File: src/rtl/serial_subtractor.sv
`timescale 1ns/1ps
// Bit-serial unsigned subtractor: diff = a - b, LSB first, one full-subtractor stage per clock.
// start accepted in IDLE or DONE; done pulses WIDTH+1 clocks later; start is ignored while busy.
module serial_subtractor #(
    parameter int WIDTH = 8
) (
    input  logic             clk,
    input  logic             rst,
    input  logic             start,
    input  logic [WIDTH-1:0] a,
    input  logic [WIDTH-1:0] b,
    output logic             busy,
    output logic             done,
    output logic [WIDTH-1:0] diff,
    output logic             borrow_out
);

    localparam int CW = (WIDTH > 1) ? $clog2(WIDTH) : 1;
    localparam logic [CW-1:0] CNT_LAST = CW'(WIDTH - 1);

    typedef enum logic [1:0] {
        IDLE  = 2'd0,
        SHIFT = 2'd1,
        DONE  = 2'd2
    } state_t;

    state_t         state_q, state_d;
    logic [WIDTH-1:0] ra_q, ra_d;
    logic [WIDTH-1:0] rb_q, rb_d;
    logic [WIDTH-1:0] rd_q, rd_d;
    logic           br_q, br_d;
    logic           bo_q, bo_d;
    logic [CW-1:0]  cnt_q, cnt_d;

    logic x, y, d_bit, br_next;
    logic load;

    assign x       = ra_q[0];
    assign y       = rb_q[0];
    assign d_bit   = x ^ y ^ br_q;
    assign br_next = (~x & y) | (~(x ^ y) & br_q);

    // DONE behaves like IDLE for start acceptance, giving back-to-back operation.
    assign load = start && ((state_q == IDLE) || (state_q == DONE));

    always_ff @(posedge clk or posedge rst) begin
        if (rst) begin
            state_q <= IDLE;
            ra_q    <= '0;
            rb_q    <= '0;
            rd_q    <= '0;
            br_q    <= 1'b0;
            bo_q    <= 1'b0;
            cnt_q   <= '0;
        end else begin
            state_q <= state_d;
            ra_q    <= ra_d;
            rb_q    <= rb_d;
            rd_q    <= rd_d;
            br_q    <= br_d;
            bo_q    <= bo_d;
            cnt_q   <= cnt_d;
        end
    end

    always_comb begin
        state_d = state_q;
        case (state_q)
            IDLE:    if (start) state_d = SHIFT;
            SHIFT:   if (cnt_q == CNT_LAST) state_d = DONE;
            DONE:    state_d = start ? SHIFT : IDLE;
            default: state_d = IDLE;
        endcase
    end

    always_comb begin
        ra_d  = ra_q;
        rb_d  = rb_q;
        rd_d  = rd_q;
        br_d  = br_q;
        bo_d  = bo_q;
        cnt_d = cnt_q;
        if (load) begin
            ra_d  = a;
            rb_d  = b;
            br_d  = 1'b0;
            cnt_d = '0;
        end else if (state_q == SHIFT) begin
            rd_d  = {d_bit, rd_q[WIDTH-1:1]};
            ra_d  = {1'b0, ra_q[WIDTH-1:1]};
            rb_d  = {1'b0, rb_q[WIDTH-1:1]};
            br_d  = br_next;
            cnt_d = cnt_q + CW'(1);
            if (cnt_q == CNT_LAST) bo_d = br_next;
        end
    end

    always_comb begin
        busy       = (state_q == SHIFT);
        done       = (state_q == DONE);
        diff       = rd_q;
        borrow_out = bo_q;
    end

endmodule
File: config.mk
export PLATFORM = sky130hd
export DESIGN_NAME = serial_subtractor
export DESIGN_NICKNAME = d
export VERILOG_FILES = /design/src/rtl/serial_subtractor.sv
export SDC_FILE = /design/constraint.sdc
export NUM_CORES = 1
export LEC_CHECK = 0
export CAP_MARGIN = 20
export CELL_PAD_IN_SITES_DETAIL_PLACEMENT = 0
export CELL_PAD_IN_SITES_GLOBAL_PLACEMENT = 1
export CORE_MARGIN = 2
export CORE_UTILIZATION = 38
export CTS_BUF_LIST = sky130_fd_sc_hd__clkbuf_16
export DETAILED_ROUTE_END_ITERATION = 8
export GPL_ROUTABILITY_DRIVEN = 0
export PLACE_DENSITY = 0.8
export SLEW_MARGIN = 30
export SYNTH_ARGS = -nofsm -noshare
export SYNTH_HDL_FRONTEND = slang
export SYNTH_SLANG_ARGS = --single-unit
File: constraint.sdc
create_clock -name clk -period 3.32 [get_ports clk]
set_input_delay 0.332 -clock clk [delete_from_list [all_inputs] [get_ports clk]]
set_output_delay 0.332 -clock clk [all_outputs]
set_load 0.1 [all_outputs]
==> results of run 1 <==
[sequential cells by signal, summed over array words and instances, names as in the netlist]
| name | cells |
|---|---|
| rb_q | 8 |
| ra_q | 8 |
| br_q | 1 |
| borrow_out | 1 |
| diff | 8 |
| state_q | 2 |
| cnt_q | 3 |
[logic make-up (layout without fill, tap and decap cells)]
group | count (synthesis) | in the layout | share of synthesized area [%]
buffers and inverters | 14 | 42 | 7.89
AOI/OAI and AO/OA | 32 | 32 | 14.2
adders and majority gates | 3 | 3 | 2.96
DFF | 31 | 31 | 50.9
and+or+nand+nor | 50 | 50 | 17.7
muxes | 9 | 9 | 6.24
[area by class of cell]
| class | count | area, sq um |
|---|---|---|
| fill | 381 | 1990 |
| sequential | 31 | 776 |
| multi-input combinational | 94 | 627 |
| timing repair buffer | 30 | 293 |
| clock buffer | 5 | 125 |
| tap | 50 | 62.6 |
| inverter | 4 | 27.5 |
| clock inverter | 3 | 11.3 |
[tightest hold or removal path, stage by stage]
cell	delay, ns
clkdlybuf4s50_1	0.40
inv_1	0.05
buf_4	0.34
[power by group through the flow]
stage	Sequential, mW	Combinational, mW	Clock [mW]
finish	0.723	1.10	0.413
global placement	0.716	1.09	0
global route	0.751	1.20	0.442
detailed placement	0.728	1.11	0
floorplan	1.01	0.647	0
CTS	0.722	1.12	0.424
[worst min-delay path by stage]
stage	startpoint	endpoint	depth (start not counted)
2_1_floorplan	rst	borrow_out$_DFFE_PP0P_	1
3_3_place_gp	diff[0]$_DFFE_PP0P_	diff[0]$_DFFE_PP0P_	2
3_5_place_dp	diff[0]$_DFFE_PP0P_	diff[0]$_DFFE_PP0P_	2
4_1_cts	rst	ra_q[1]$_DFFE_PP0P_	3
5_1_grt	rst	diff[7]$_DFFE_PP0P_	3
6_report	rst	ra_q[1]$_DFFE_PP0P_	3
[placed cells by master, fill, tap and decap left out, types with 4 or more instances in the layout]
cell type / Yosys / routed
dfrtp_1: 31 / 31
clkdlybuf4s50_1: 0 / 27
nand2_1: 24 / 24
a21oi_1: 10 / 10
nor2b_1: 9 / 9
mux2i_1: 8 / 8
a211oi_1: 8 / 8
o22ai_1: 6 / 6
nor2_1: 5 / 5
clkbuf_16: 0 / 5
inv_1: 3 / 4
nor3_1: 4 / 4
a22o_1: 4 / 4
[metal layers]
metal,vias up,GRT usage (%),part of all wire (%)
met3,3,6.17,5.9
met2,23,22.5,46
met4,0,5.36,1.4
met5,-,0,0
li1,538,-,-
met1,504,18.5,47
[stage by stage]
stage | worst slack (ns) | hold WS (ns) | area, sq um | power [mW] | util [%]
floorplan | 1.05 | 0.436 | 1520 | 1.66 | -
global placement | 1.24 | 0.471 | 1790 | 1.81 | 45.6
detailed placement | 1.16 | 0.478 | 1790 | 1.84 | 45.6
CTS | 0.870 | 0.467 | 1920 | 2.26 | 49.1
global route | 0.729 | 0.501 | 1920 | 2.39 | 49.1
finish | 0.875 | 0.441 | 1920 | 2.24 | 49.1
==> impl_results.md, run 1 <==
- Vias: 1068
- Critical path startpoint: state_q[0]$_DFFE_PP0P_
- Fin cells: ~220
- Rel. slew slack: a little over a third
- FF-to-FF Start: state_q[0]$_DFFE_PP0P_
- CTS resizes: 0
- Drt via density: between 4 and 5
- Clock sink count: 31
- Yosys warns: 0
- Ys async rst share: between 90% and 100%
- Post-synth top cells: dfrtp_1 (31), nand2_1 (24), a21oi_1 (10), nor2b_1 (9)
- CP Launch Type: register
- Clock power frac: a little under a fifth
- Initial antenna violation count: 0
- Crit end category: output port
- Core ar.: around 4000 sq um
- Top-count cell post-synth: dfrtp_1
- Register area share after synthesis: around half
- CP Buf/Inv Count: 2
- Post-synthesis cell count: approximately 140
- Clock-pin slew of the registers on the worst-case setup and hold paths: ~0.050 ns
- EDFF count, synth: 0
- Number of global-route vias before repair: 1072
- Clock skew: 0.00336 ns
- Ant. Diodes: 0
- All-Layer GR Usage: between 10 and 15%
- CP cell instances: nand2b_2, inv_12, buf_4
- CTS tree: built
- Final ANT Viol Nets: 0
- Yosys reg bits: 31
- Switching Fraction: 46.6%
- Worst IR Drop VDD: roughly 0.00048 V
- TritonCTS Buffers: 5
- Count of final setup violators: 0
- First-pass GRT wire length: slightly below 5000 um
- Final Max Slew Viols: 0
- Netlist cell types: 31
- FF-to-FF path depth: 4
- Crit path arrival time: 2.11 ns
- Iteration-0 DRC Markers: 54
- Most used DFF post-synth: dfrtp_1
- FF-to-FF setup slack: approximately 1.4 ns
- Crit-path max FO: 22
- Largest net degree at the start of global routing: 32
- Pleak: about 0.8 nW
- Class of the most critical setup path: register to output port
- Worst Max-Slew Pin Slew: a little under 1 ns
- Final Cycle Share: approximately three quarters
- CP max stage delay: around 0.80 ns
- DRC: 0
- 1st-pass router iterations: 4
- H-tree depth: 2
- Critical-path top delay cell: dfrtp_1
- Status: finished, final reports clean
- Routed wire per std cell: ~13 um
- CP Capture Point: busy
- Clock Latency Late Sink: 0.27 ns
- Die Height: 67.3 um
- Initial Utilization: 38.9%
- Post-CTS Setup Inserts: 0
- Buffers added on ports: 29
- Setup TNS: 0 ns
- Most area-consuming cells after synthesis: dfrtp_1 (51%), nand2_1 (5.9%), mux2i_1 (5.3%), a211oi_1 (3.9%), nor2b_1 (3.7%)
- Number of max-cap violations: 0
- I/O pin total: 30
- Final hold violations: 0
- Req. time, crit path: 2.99 ns
- Switching power: around 1.0 mW
- Total gr overflow: 0
- Net count, final: between 150 and 200
- Layout cell share with drive strength beyond 1: ~11%
- Avg Cell Area, Syn: 11.0 sq um
- WP depth: 3
- Largest buffer count on any clock path: 2
- Post-synthesis cell area: 1520 sq um
- Cells after DPL: 209
- Pwr per Cell Area: between 1000 and 1500 nW/um^2
- Area growth from synthesis to layout: 26.2%
- Detail Placement HPWL: 1910 um
- FP Rows: 23
- Clock Root Buffer: clkbuf_16
- Drt total wl: around 2800 um
- Family with the most delay on the worst path: flip-flops
- Die Wd: just under 70 um
- Combinational Power Share: about half
- Tmin final: 2.45 ns
- Hold buffer count at cts: 0
- Die ar.: between 4000 and 5000 sq um
- Power Internal: around 1.2 mW
- Synthesized Nets: approximately 160
- Cell taking the most area after synthesis: dfrtp_1
- R2R Path End: cnt_q[2]$_DFFE_PP0P_
- Flop pwr share: roughly a third
- RSZ-0062 raised after global routing: no
- FMAX: roughly 400 MHz
- Hold WC Path Type: primary input to async pin
- Yosys top cell area share: slightly above 50%
Note: power is estimated with default switching activity, not from simulation.
==> run 2: changes to the inputs <==
==> constraint.sdc (replaced) <==
create_clock -name clk -period 2.5 [get_ports clk]
set_input_delay 0.25 -clock clk [delete_from_list [all_inputs] [get_ports clk]]
set_output_delay 0.25 -clock clk [all_outputs]
set_load 0.1 [all_outputs]
==> run 2 against run 1 <==
Effect of this change: design area is 2.1% higher; total power is 39% higher; sequential share of layout area is 0.82 points lower; die area stayed put.
==> impl_results.md, run 2 (synthesis gave the netlist of run 1 again) <==
- Clock-pin slew of the registers on the worst-case setup and hold paths: ~0.05 ns
- First-pass GRT wire length: around 5000 um
- Drt total wl: around 2900 um
- Tmin final: around 1.9 ns
- Detail Placement HPWL: slightly above 2000 um
- Setup TNS: 0 ns
- Commonest non-fill, non-tap cells in the layout: dfrtp_1 (31), nand2_1 (24), clkdlybuf4s50_1 (18)
- DRC: 0
- Most common cell after layout, fill and taps aside: dfrtp_1
- I/O pin total: 30
- CP cell instances: buf_4, nand2b_2, inv_12, buf_12
- Pwr per Cell Area: between 1500 and 2000 nW/um^2
- FF-to-FF Start: state_q[0]$_DFFE_PP0P_
- Final Cycle Share: 74.8%
- Number of global-route vias before repair: 1093
- Buffers added on ports: 29
- Flop pwr share: between 20% and 30%
- Final ANT Viol Nets: 0
- Rel. slew slack: between 60% and 70%
- FMAX: between 500 and 600 MHz
- Ant. Diodes: 0
- Power Internal: roughly 1.7 mW
- Req. time, crit path: roughly 2.3 ns
- CP Launch Type: register
- Clock power frac: between 20 and 25%
- Initial Utilization: 38.9%
- Final hold violations: 0
- Status: finished, final reports clean
- Worst Max-Slew Pin Slew: 0.514 ns
- Placement Setup Slack: between 0.9 and 1 ns
- Layout fillers: around 360
- Die Wd: around 67 um
- Iteration-0 DRC Markers: 58
- Die Height: 67.3 um
- Switching Fraction: a little under half
- Total gr overflow: 0
- Die ar.: between 4000 and 5000 sq um
- Post-CTS Setup Inserts: 0
- Switching power: between 1 and 1.5 mW
- Clock skew: roughly 0.0067 ns
- Drt via density: 4.81
- Fin cells: 220
- H-tree depth: 2
- CP max stage delay: roughly 0.34 ns
- Pleak: ~0.86 nW
- Clock Root Buffer: clkbuf_16
- Routed wire per std cell: between 10 and 15 um
- Crit path arrival time: around 1.6 ns
- Worst IR Drop VDD: about 0.00068 V
- Core ar.: 3910 sq um
- Hold WC Path Type: primary input to async pin
- FP Rows: 23
- Layout cell share with drive strength beyond 1: 18.8%
- All-Layer GR Usage: roughly 16%
- Count of final setup violators: 0
- Number of max-cap violations: 0
- TritonCTS Buffers: 5
- Critical-path top delay cell: nand2b_2
- Worst hold margin: approximately 0.36 ns
- Initial antenna violation count: 0
- Clock Latency Late Sink: roughly 0.28 ns
- 1st-pass router iterations: 4
- Crit end category: output port
- Final Max Slew Viols: 0
- Critical path startpoint: state_q[0]$_DFFE_PP0P_
- Clock sink count: 31
- Area growth from synthesis to layout: 28.8%
- Crit-path max FO: 22
- RSZ-0062 raised after global routing: no
- Hold buffer count at cts: 0
- Largest buffer count on any clock path: 2
- CTS tree: built
- CTS resizes: 0
- Combinational Power Share: between 40% and 50%
- Class of the most critical setup path: register to output port
- Cells after DPL: around 210
- Slack of the critical path: 0.630 ns
- Largest net degree at the start of global routing: 32
- Vias: ~1100
- Net count, final: around 190
- Final Util: about 50%
-- run 2: cell count changes in the layout (fill, tap and decap cells not counted), sizes merged --
cell / previous run / this run
buf: 3 / 15
inv: 5 / 4
bufinv: 0 / 1
clkdlybuf4s50: 27 / 18
-- run 2: worst paths after layout --
path	end	slack [ns]	cells past startpoint
max reg2reg	rb_q[7]$_DFFE_PP0P_	0.98	5
min	diff[7]$_DFFE_PP0P_	0.36	3
max	busy	0.63	4
max in group asynchronous	ra_q[6]$_DFFE_PP0P_	1.86	3
min reg2reg	diff[0]$_DFFE_PP0P_	0.47	2
min in group clk	diff[0]$_DFFE_PP0P_	0.47	2
-- run 2: stage by stage --
| step | power, mW | cell area (sq um) |
|---|---|---|
| detailed placement | 2.47 | 1800 |
| CTS | 3.16 | 1960 |
| finish | 3.12 | 1960 |
| floorplan | 2.20 | 1520 |
| global placement | 2.43 | 1800 |
| global route | 3.33 | 1960 |
-- run 2: power by group through the flow --
stage | combinational (mW) | sequential [mW] | clock (mW)
4_1_cts | 1.56 | 0.909 | 0.690
3_3_place_gp | 1.53 | 0.902 | 0
3_5_place_dp | 1.55 | 0.914 | 0
5_1_grt | 1.67 | 0.939 | 0.724
6_report | 1.54 | 0.906 | 0.675
2_1_floorplan | 0.859 | 1.34 | 0
-- run 2: metal layers --
| metal | up-vias | wire length [um] | track usage, % |
|---|---|---|---|
| li1 | 536 | - | - |
| met1 | 491 | 1390 | 20.8 |
| met2 | 27 | 1310 | 23.1 |
| met3 | 5 | 174 | 4.67 |
| met4 | 0 | 54 | 9.18 |
| met5 | - | 0 | 0 |
-- run 2: final cells by class --
class | instances | area [sq um] | share of cell area, %
multi-input combinational | 94 | 627 | 32.0
sequential | 31 | 776 | 39.5
clock inverter | 3 | 38.8 | 1.98
timing repair buffer | 33 | 305 | 15.6
inverter | 4 | 27.5 | 1.40
tap | 50 | 62.6 | 3.19
clock buffer | 5 | 125 | 6.38
-- run 2: worst max-delay path, delay by kind of cell, from the launching register on --
kind                   cells  cell delay (ns)
AND/OR/NAND/NOR            1             0.34
flip-flops                 1             0.32
buffers and inverters      3             0.67
